`config.mk`:
```
export PLATFORM = sky130hd
export DESIGN_NAME = instr_imm_encoder_flat
export DESIGN_NICKNAME = d
export VERILOG_FILES = /design/src/rtl/instr_imm_encoder_if.sv /design/src/rtl/instr_imm_encoder.sv /design/src/flat_wrapper.sv
export SDC_FILE = /design/constraint.sdc
export NUM_CORES = 1
export LEC_CHECK = 0
export ABC_AREA = 1
export CAP_MARGIN = 20
export CORE_AREA = 2 2 125 127
export CTS_CLUSTER_DIAMETER = 60
export DETAILED_ROUTE_END_ITERATION = 7
export DIE_AREA = 0 0 127 129
export HOLD_SLACK_MARGIN = 0.08
export PLACE_DENSITY = 0.79
export SYNTH_ARGS = -nofsm -noshare
export SYNTH_HDL_FRONTEND = slang
export SYNTH_SLANG_ARGS = --single-unit
```
`constraint.sdc`:
```
create_clock -name clk -period 1.55 [get_ports clk]
set_input_delay 0.155 -clock clk [delete_from_list [all_inputs] [get_ports clk]]
set_output_delay 0.155 -clock clk [all_outputs]
set_load 0.01 [all_outputs]
```
`src/rtl/instr_imm_encoder_if.sv`:
```
// ---------------------------------------------------------------------------
// instr_imm_encoder_if
// Request / instruction-memory write bundle for instr_imm_encoder.
//
// Request side : flush, in_valid/in_ready, in_class, in_opc, in_rn, in_rt,
//                in_imm (64-bit signed immediate)
// Memory side  : mem_we, mem_addr, mem_wdata (encoded 32-bit instruction word)
// Status side  : done, status, err (sticky), full, wr_ptr
//
// master : program loader / test harness driving requests
// slave  : the encoder
// ---------------------------------------------------------------------------
interface instr_imm_encoder_if #(
  parameter int ADDR_W = 8
);
  logic              flush;
  logic              in_valid;
  logic              in_ready;
  logic [1:0]        in_class;
  logic [10:0]       in_opc;
  logic [4:0]        in_rn;
  logic [4:0]        in_rt;
  logic [63:0]       in_imm;
  logic              mem_we;
  logic [ADDR_W-1:0] mem_addr;
  logic [31:0]       mem_wdata;
  logic              done;
  logic [1:0]        status;
  logic              err;
  logic              full;
  logic [ADDR_W:0]   wr_ptr;

  modport master (
    output flush, in_valid, in_class, in_opc, in_rn, in_rt, in_imm,
    input  in_ready, mem_we, mem_addr, mem_wdata, done, status, err, full, wr_ptr
  );

  modport slave (
    input  flush, in_valid, in_class, in_opc, in_rn, in_rt, in_imm,
    output in_ready, mem_we, mem_addr, mem_wdata, done, status, err, full, wr_ptr
  );
endinterface

```
`src/rtl/instr_imm_encoder.sv`:
```
// ---------------------------------------------------------------------------
// instr_imm_encoder
// Packs an opcode, register fields and a 64-bit signed immediate into a
// 32-bit LEGv8 instruction word (B, CB, D formats), range-checks the
// immediate so that sign-extending the packed field gives back the original
// value, and writes accepted words to sequential instruction-memory addresses.
//
// Ports:
//   clk      : clock, all state updates on the rising edge
//   reset_n  : asynchronous active-low reset
//   bus      : instr_imm_encoder_if.slave (request, memory write, status)
//
// Parameters:
//   ADDR_W   : instruction-memory word-address width
//   DEPTH    : number of writable words (DEPTH <= 2**ADDR_W)
//
// Optional feature (macro ENC_ROUNDTRIP_CHECK_EN):
//   Adds a VERIFY state after WRITE that re-extends the immediate field of
//   the written word and compares it with the captured immediate
//   (status 11 on mismatch). Without the macro there is no VERIFY state.
// ---------------------------------------------------------------------------
module instr_imm_encoder #(
  parameter int ADDR_W = 8,
  parameter int DEPTH  = 256
) (
  input  logic                clk,
  input  logic                reset_n,
  instr_imm_encoder_if.slave  bus
);

  typedef enum logic [1:0] {
    S_IDLE,
    S_CHECK,
`ifdef ENC_ROUNDTRIP_CHECK_EN
    S_WRITE,
    S_VERIFY
`else
    S_WRITE
`endif
  } state_t;

  localparam logic [1:0] CLS_B  = 2'b00;
  localparam logic [1:0] CLS_CB = 2'b10;
  localparam logic [1:0] CLS_D  = 2'b11;

  localparam logic [1:0] ST_OK      = 2'b00;
  localparam logic [1:0] ST_RANGE   = 2'b01;
  localparam logic [1:0] ST_ILLEGAL = 2'b10;
`ifdef ENC_ROUNDTRIP_CHECK_EN
  localparam logic [1:0] ST_TRIP    = 2'b11;
`endif

  localparam logic [ADDR_W:0] LP_DEPTH = (ADDR_W+1)'(DEPTH);

  state_t            r_state;
  logic [1:0]        r_class;
  logic [10:0]       r_opc;
  logic [4:0]        r_rn;
  logic [4:0]        r_rt;
  logic [63:0]       r_imm;
  logic              r_mem_we;
  logic [ADDR_W-1:0] r_mem_addr;
  logic [31:0]       r_mem_wdata;
  logic              r_done;
  logic [1:0]        r_status;
  logic              r_err;
  logic [ADDR_W:0]   r_wr_ptr;

  logic              w_full;
  logic              w_ready;
  logic              w_illegal;
  logic              w_fits;
  logic [31:0]       w_packed;

  assign w_full  = (r_wr_ptr == LP_DEPTH);
  assign w_ready = (r_state == S_IDLE) && !w_full;

  // Format legality, range check and packing from the captured request.
  // The class code doubles as the expected value of opc[10:9].
  // A field fits when every bit above its sign bit equals the sign bit.
  always_comb begin
    w_illegal = (r_class == 2'b01) || (r_opc[10:9] != r_class);
    w_fits    = 1'b0;
    w_packed  = '0;
    case (r_class)
      CLS_B: begin
        w_fits   = (&r_imm[63:25]) || !(|r_imm[63:25]);
        w_packed = {r_opc[10:5], r_imm[25:0]};
      end
      CLS_CB: begin
        w_fits   = (&r_imm[63:18]) || !(|r_imm[63:18]);
        w_packed = {r_opc[10:3], r_imm[18:0], r_rt};
      end
      CLS_D: begin
        w_fits   = (&r_imm[63:8]) || !(|r_imm[63:8]);
        w_packed = {r_opc, r_imm[8:0], 2'b00, r_rn, r_rt};
      end
      default: ;
    endcase
  end

`ifdef ENC_ROUNDTRIP_CHECK_EN
  logic [63:0] w_reext;

  // Sign-extend the immediate field back out of the word actually written,
  // so the comparison covers the packing path end to end.
  always_comb begin
    w_reext = '0;
    case (r_class)
      CLS_B:   w_reext = {{38{r_mem_wdata[25]}}, r_mem_wdata[25:0]};
      CLS_CB:  w_reext = {{45{r_mem_wdata[23]}}, r_mem_wdata[23:5]};
      CLS_D:   w_reext = {{55{r_mem_wdata[20]}}, r_mem_wdata[20:12]};
      default: w_reext = '0;
    endcase
  end
`endif

  // Controller: capture in IDLE, decide in CHECK, strobe the write in WRITE.
  // flush outranks everything and drops any in-flight request.
  always_ff @(posedge clk or negedge reset_n) begin
    if (!reset_n) begin
      r_state     <= S_IDLE;
      r_class     <= '0;
      r_opc       <= '0;
      r_rn        <= '0;
      r_rt        <= '0;
      r_imm       <= '0;
      r_mem_we    <= 1'b0;
      r_mem_addr  <= '0;
      r_mem_wdata <= '0;
      r_done      <= 1'b0;
      r_status    <= ST_OK;
      r_err       <= 1'b0;
      r_wr_ptr    <= '0;
    end else if (bus.flush) begin
      r_state  <= S_IDLE;
      r_mem_we <= 1'b0;
      r_done   <= 1'b0;
      r_err    <= 1'b0;
      r_wr_ptr <= '0;
    end else begin
      r_mem_we <= 1'b0;
      r_done   <= 1'b0;
      case (r_state)
        S_IDLE: begin
          if (bus.in_valid && w_ready) begin
            r_class <= bus.in_class;
            r_opc   <= bus.in_opc;
            r_rn    <= bus.in_rn;
            r_rt    <= bus.in_rt;
            r_imm   <= bus.in_imm;
            r_state <= S_CHECK;
          end
        end
        S_CHECK: begin
          if (w_illegal) begin
            r_done   <= 1'b1;
            r_status <= ST_ILLEGAL;
            r_err    <= 1'b1;
            r_state  <= S_IDLE;
          end else if (!w_fits) begin
            r_done   <= 1'b1;
            r_status <= ST_RANGE;
            r_err    <= 1'b1;
            r_state  <= S_IDLE;
          end else begin
            r_mem_we    <= 1'b1;
            r_mem_addr  <= r_wr_ptr[ADDR_W-1:0];
            r_mem_wdata <= w_packed;
            r_state     <= S_WRITE;
          end
        end
        S_WRITE: begin
          r_wr_ptr <= r_wr_ptr + 1'b1;
`ifdef ENC_ROUNDTRIP_CHECK_EN
          r_state  <= S_VERIFY;
`else
          r_done   <= 1'b1;
          r_status <= ST_OK;
          r_state  <= S_IDLE;
`endif
        end
`ifdef ENC_ROUNDTRIP_CHECK_EN
        S_VERIFY: begin
          r_done <= 1'b1;
          if (w_reext == r_imm) begin
            r_status <= ST_OK;
          end else begin
            r_status <= ST_TRIP;
            r_err    <= 1'b1;
          end
          r_state <= S_IDLE;
        end
`endif
        default: r_state <= S_IDLE;
      endcase
    end
  end

  // Strobes are masked by flush so a flush in WRITE or on the done cycle
  // suppresses them in that same cycle; in_ready stays low during reset.
  assign bus.in_ready  = reset_n && w_ready;
  assign bus.mem_we    = r_mem_we && !bus.flush;
  assign bus.done      = r_done && !bus.flush;
  assign bus.mem_addr  = r_mem_addr;
  assign bus.mem_wdata = r_mem_wdata;
  assign bus.status    = r_status;
  assign bus.err       = r_err;
  assign bus.full      = w_full;
  assign bus.wr_ptr    = r_wr_ptr;

endmodule
```
`src/flat_wrapper.sv`:
```
// flat-port wrapper written by rule: the top's interface ports become plain ports
module instr_imm_encoder_flat 
#(
  parameter int ADDR_W = 8,
  parameter int DEPTH  = 256
)
  (clk, reset_n, bus_flush, bus_in_valid, bus_in_class, bus_in_opc, bus_in_rn, bus_in_rt, bus_in_imm, bus_in_ready, bus_mem_we, bus_mem_addr, bus_mem_wdata, bus_done, bus_status, bus_err, bus_full, bus_wr_ptr);
  instr_imm_encoder_if #(.ADDR_W(ADDR_W)) bus_i ();
  input  logic clk;
  input  logic reset_n;
  input wire logic [$bits(bus_i.flush)-1:0] bus_flush;
  input wire logic [$bits(bus_i.in_valid)-1:0] bus_in_valid;
  input wire logic [$bits(bus_i.in_class)-1:0] bus_in_class;
  input wire logic [$bits(bus_i.in_opc)-1:0] bus_in_opc;
  input wire logic [$bits(bus_i.in_rn)-1:0] bus_in_rn;
  input wire logic [$bits(bus_i.in_rt)-1:0] bus_in_rt;
  input wire logic [$bits(bus_i.in_imm)-1:0] bus_in_imm;
  output wire logic [$bits(bus_i.in_ready)-1:0] bus_in_ready;
  output wire logic [$bits(bus_i.mem_we)-1:0] bus_mem_we;
  output wire logic [$bits(bus_i.mem_addr)-1:0] bus_mem_addr;
  output wire logic [$bits(bus_i.mem_wdata)-1:0] bus_mem_wdata;
  output wire logic [$bits(bus_i.done)-1:0] bus_done;
  output wire logic [$bits(bus_i.status)-1:0] bus_status;
  output wire logic [$bits(bus_i.err)-1:0] bus_err;
  output wire logic [$bits(bus_i.full)-1:0] bus_full;
  output wire logic [$bits(bus_i.wr_ptr)-1:0] bus_wr_ptr;
  assign bus_i.flush = bus_flush;
  assign bus_i.in_valid = bus_in_valid;
  assign bus_i.in_class = bus_in_class;
  assign bus_i.in_opc = bus_in_opc;
  assign bus_i.in_rn = bus_in_rn;
  assign bus_i.in_rt = bus_in_rt;
  assign bus_i.in_imm = bus_in_imm;
  assign bus_in_ready = bus_i.in_ready;
  assign bus_mem_we = bus_i.mem_we;
  assign bus_mem_addr = bus_i.mem_addr;
  assign bus_mem_wdata = bus_i.mem_wdata;
  assign bus_done = bus_i.done;
  assign bus_status = bus_i.status;
  assign bus_err = bus_i.err;
  assign bus_full = bus_i.full;
  assign bus_wr_ptr = bus_i.wr_ptr;
  instr_imm_encoder #(.ADDR_W(ADDR_W), .DEPTH(DEPTH)) u_core (.clk(clk), .reset_n(reset_n), .bus(bus_i));
endmodule
```
* Yosys cells after proc, flatten, opt, wreduce, memory -nomap -nowiden
Cells that the tools add are included.
Storage, ports and cells: register bits after elaboration 143, logic and storage cells 79, output and inout port bits 56, input port bits 91
Cells by class: mux-type cells 24, equality and inequality tests 10, bitwise gates (word level) 2, reduce and logical (&&, ||, !) cells 29, add/sub/neg operators 1
Operators with widths (count):
- case mux 32 bit (3 select lines) | 1
- AND reduction 56 bit | 1
- OR reduction 56 bit | 1
- AND reduction 46 bit | 1
- OR reduction 46 bit | 1
- AND reduction 39 bit | 1
- OR reduction 39 bit | 1
- 2-to-1 mux 9 bit | 2
- 2-to-1 mux 2 bit | 6
- 2-to-1 mux 1 bit | 11
- adder 9 x 1 -> 9 bit, second input constant | 1
- equality test 9 bit, second input constant | 1
- case mux 2 bit (2 select lines) | 2
- equality test 2 bit, second input constant | 3
- inequality test 3 x 2 -> 1 bit, second input constant | 2
- AND reduction 3 bit | 2
- nonzero test 2 bit | 3
- logical AND 1 bit | 5
- logical NOT 1 bit | 5
- equality test 2 x 1 -> 1 bit, second input constant | 2
- logical NOT 2 bit | 2
- logical OR 1 bit | 4
- AND reduction 4 bit | 1
- inequality test 3 bit, second input constant | 1
- other kinds (5) | 6

* Logic depth before layout (Yosys ltp)
depth in word-level cells 8, mapped depth 15, depth with buffers taken out 14

* Worst setup path after synthesis
No wires, ideal clock.
path kind register to register, start reg u_core.r_wr_ptr[1] (netlist: u_core.bus.wr_ptr[1]), end reg u_core.r_class[0], setup slack -0.327 ns, data arrival time 1.753 ns, setup time 0.125 ns, stages on the path, launching flop included 9, cells stage by stage dfrtp_1 > inv_1 > ha_1 > nand4_1 > nor2_1 > nor2_1 > nand3_2 > buf_4 > mux2_2
Between the ends: word-level cells in the longest chain between the ends 5
RTL lines:
- start: declaration | line instr_imm_encoder.sv:67 | logic [ADDR_W:0] r_wr_ptr;
- start signal: assignment | line instr_imm_encoder.sv:174 | r_wr_ptr <= r_wr_ptr + 1'b1;
- equality test 9 bit | line instr_imm_encoder.sv:75 | assign w_full = (r_wr_ptr == LP_DEPTH);
- named net bus_full | line flat_wrapper.sv:25 | output wire logic [$bits(bus_i.full)-1:0] bus_full;
- logical NOT 1 bit | line instr_imm_encoder.sv:76 | assign w_ready = (r_state == S_IDLE) && !w_full;
- logical AND 1 bit | line instr_imm_encoder.sv:76
- logical AND 1 bit | line instr_imm_encoder.sv:146 | if (bus.in_valid && w_ready) begin
- AND reduction 3 bit (no source line)
- end signal: assignment | line instr_imm_encoder.sv:147 | r_class <= bus.in_class;
- end: declaration | line instr_imm_encoder.sv:56 | logic [1:0] r_class;
The timed path passes the listed nets, and every way through them passes these cells. A chain may end at the register's enable or synchronous reset.

* Worst setup path in the final report
start reg u_core.r_wr_ptr[0] (netlist: u_core.bus.wr_ptr[0]), end reg u_core.r_imm[29]
Between the ends: word-level cells in the longest chain between the ends 5
RTL lines:
- equality test 9 bit | line instr_imm_encoder.sv:75
- logical NOT 1 bit | line instr_imm_encoder.sv:76
- logical AND 1 bit | line instr_imm_encoder.sv:76
- logical AND 1 bit | line instr_imm_encoder.sv:146
- AND reduction 3 bit (no source line)
- end signal: assignment | line instr_imm_encoder.sv:151 | r_imm <= bus.in_imm;
- end: declaration | line instr_imm_encoder.sv:60 | logic [63:0] r_imm;
Every way passes these cells.

==> flow_metrics.env <==
export IMPL_clk_pin_slew_worst_paths_ns=0.06
export IMPL_drtIter0Drc=333
export IMPL_hold_violations=0
export IMPL_ys_types=33
export IMPL_rsz0062_at_grt="yes"
export IMPL_use_met2=0.359
export IMPL_pre_cts_ws_ns=-0.347
export IMPL_path_buf_inv=3
export IMPL_synth_cells=706
export IMPL_tritoncts="yes"
export IMPL_start_kind="flip-flop"
export IMPL_grtUsageMet3=0.0649
export IMPL_antenna_found_initial=3
export IMPL_critPathCaptureType="flip-flop"
export IMPL_fp_coreArea_um2=15000
export IMPL_vias_per_cell=5.04
export IMPL_synth_edff_count=0
export IMPL_finalSetupTns_ns=-42.11
export IMPL_vdd_ir_drop_max_v=0.000818
export IMPL_timing_final_ws_setup_ns=-0.381
export IMPL_path_class="flip-flop to flip-flop"
export IMPL_cts_buffers_inserted=17
export IMPL_p_per_area_nw_per_um2=1090
export IMPL_post_route_period_util=1.25
export IMPL_row_count=45
export IMPL_die_y_um=129
export IMPL_layout_drive_gt1_share=0.336
export IMPL_regArea_um2=3580
export IMPL_async_reset_ff_frac=1.00
export IMPL_die_x_um=127
export IMPL_syn_area_um2=6810
export IMPL_max_cap_violations=0
export IMPL_slew_headroom=0.474
export IMPL_syn_num_nets=802
export IMPL_cts_path_max_buffers=2
export IMPL_use_met1=0.279
export IMPL_gr_total_overflow=0
export IMPL_synth_seq_cells=143
export IMPL_gp_congestion=0.924
export IMPL_drv_slew=0
export IMPL_crit_family="simple AND/OR/NAND/NOR gates"
export IMPL_nNetsFinal=1035
export IMPL_synthFlopType="dfrtp_1"
export IMPL_cts_root_buf="clkbuf_16"
export IMPL_grt_pass1_wl_um=27800
export IMPL_drt_first_pass_iters=5
export IMPL_grt_max_degree=144
export IMPL_cp_slowest_stage_delay_ns=0.38
export IMPL_cts_sinks=143
export IMPL_worst_slew_pin_slew_ns=0.789
export IMPL_io_pins=147
export IMPL_leakagePower_nw=4.69
export IMPL_worst_clock_skew_ns=0.00777
export IMPL_drc=0
export IMPL_yosysWarnings=0
export IMPL_fillers=1158
export IMPL_port_buffers=146
export IMPL_post_place_cells=1091
export IMPL_synth_area_per_cell_um2=9.64
export IMPL_hold_path_class="input pin to flip-flop"
export IMPL_multi_input_area_um2=3100
export IMPL_vias=5751
export IMPL_cp_required_ns=1.85
export IMPL_ant_nets=0
export IMPL_finalSetupViolCount=138
export IMPL_grt_use_total=0.219
export IMPL_wl_per_cell_um=16.1
export IMPL_htreeDepth=4
export IMPL_status="finished with violations"
export IMPL_cpMaxStageDelayCell="dfrtp_1"
export IMPL_path_cells="inv_2 -> ha_4 -> nand4_1 -> nor2_4 -> buf_6 -> nor2_4 -> nand3_4 -> buf_12 -> mux2_2"
export IMPL_path_max_fanout=37
export IMPL_crit_top_cell="nor2_4"
export IMPL_start_util=0.455
export IMPL_failed_checks="setup timing"
export IMPL_max_freq_mhz=518
export IMPL_die_area_um2=16400
export IMPL_area_growth_pct=48.0
export IMPL_grt_pass1_vias=5608
export IMPL_busiest_layer="met2"
export IMPL_yosysSeqAreaShare=0.526
export IMPL_arrival_ns=2.24
export IMPL_dp_hpwl_um=12600
export IMPL_final_cells=1140
export IMPL_insertion_delay_ns=0.43
export IMPL_drt_total_wl_um=18300
export IMPL_finalCriticalPeriod_ns=1.93
state kept, by name (all words and copies together), names as in the netlist:
signal	flops
u_core.bus.mem_addr	8
u_core.r_done	1
u_core.r_class	2
u_core.bus.err	1
u_core.r_opc	11
u_core.bus.status	2
u_core.bus.wr_ptr	9
u_core.bus.mem_wdata	32
u_core.r_state	2
u_core.r_rn	5
u_core.r_mem_we	1
u_core.r_imm	64
u_core.r_rt	5
report_power, final:
part / internal [mW] / switching [mW] / leakage (nW) / total (mW)
Clock: 2.57 / 1.48 / 0.286 / 4.05
Combinational: 1.20 / 1.16 / 2.63 / 2.37
Sequential: 4.21 / 0.408 / 1.78 / 4.61
per-layer routing:
layer / part of all wire / vias to the layer above
met5: 0.00082 / -
met4: 0.023 / 2
met3: 0.070 / 39
met2: 0.49 / 194
met1: 0.41 / 2734
li1: - / 2782
cell families after synthesis:
logic type      count (synthesis)  share of synthesized area
mux                            67                      0.111
xor+xnor                        1                    0.00129
compound gates                110                      0.112
flops                         143                      0.526
fa+ha+maj                       5                    0.00919
simple gates                  293                      0.177
buf+inv                        87                     0.0639
what timing repair did:
item                       in CTS  in global routing
gates cloned                    0                  5
setup endpoints to repair     152                147
hold endpoints to repair      143                  0
pin swaps                       3                  3
setup buffers                   2                  9
gates resized for setup        37                 54
hold buffers                    1                  0
worst register-to-register path, cell delays in order, from the launching register on:
cell     delay, ns
dfrtp_1       0.38
inv_2         0.09
ha_4          0.13
nand4_1       0.12
nor2_4        0.16
buf_6         0.12
nor2_4        0.04
nand3_4       0.15
buf_12        0.24
mux2_2        0.39
metrics by stage:
step                 util  hold slack [ns]  instance area, um^2  power, mW
floorplan               -           -0.141                 6970       5.80
global placement    0.607            0.362                 9090       6.78
detailed placement  0.607            0.360                 9090       6.85
CTS                 0.650            0.312                 9740       10.9
global route        0.673            0.314                10100       11.6
finish              0.673            0.318                10100       11.0
final timing paths:
path                                          start                  endpoint  slack [ns]  depth (start not counted)
setup / recovery               u_core.bus.wr_ptr[0]          u_core.r_imm[29]       -0.38                          9
hold / removal                         bus_in_rn[3]            u_core.r_rn[3]        0.32                          3
setup reg to reg               u_core.bus.wr_ptr[0]          u_core.r_imm[29]       -0.38                          9
hold reg to reg            u_core.bus.mem_wdata[24]  u_core.bus.mem_wdata[24]        0.48                          2
max in group asynchronous                   reset_n  u_core.bus.mem_wdata[31]        0.53                          3
min in group asynchronous                   reset_n          u_core.r_imm[54]        0.41                          3
cells in the mapped netlist (8+ instances only):
| cell type | instances | area (um^2) |
|---|---|---|
| nand2_1 | 155 | 582 |
| mux2_2 | 51 | 574 |
| a21oi_1 | 38 | 190 |
| inv_1 | 57 | 214 |
| mux2_1 | 16 | 180 |
| o22ai_1 | 11 | 68.8 |
| o21ai_2 | 39 | 342 |
| nor2_2 | 8 | 50.1 |
| buf_6 | 9 | 101 |
| nor2_1 | 103 | 387 |
| dfrtp_1 | 143 | 3580 |
| a221oi_1 | 8 | 70.1 |
cell type report:
type                            instances  area share
Clock buffer                           26      0.0505
Clock inverter                          5     0.00770
Antenna cell                            1    0.000248
Inverter                               62      0.0238
Multi-Input combinational cell        476       0.307
Timing Repair Buffer                  239       0.232
Tap cell                              188      0.0233
Sequential cell                       143       0.355
cells in the final DEF (no fill, tap or decap), types with 9 or more instances in the layout:
cell type / count
nor2_1: 81
nand2_1: 111
a21oi_1: 35
clkdlybuf4s50_1: 124
nor2_2: 22
inv_1: 55
o21ai_2: 39
mux2_2: 50
dlygate4sd2_1: 9
mux2_1: 12
nor2_4: 10
clkbuf_16: 21
nand2_2: 43
o22ai_1: 11
dfrtp_1: 143
buf_4: 78
Power figures use the tool's default switching activity.
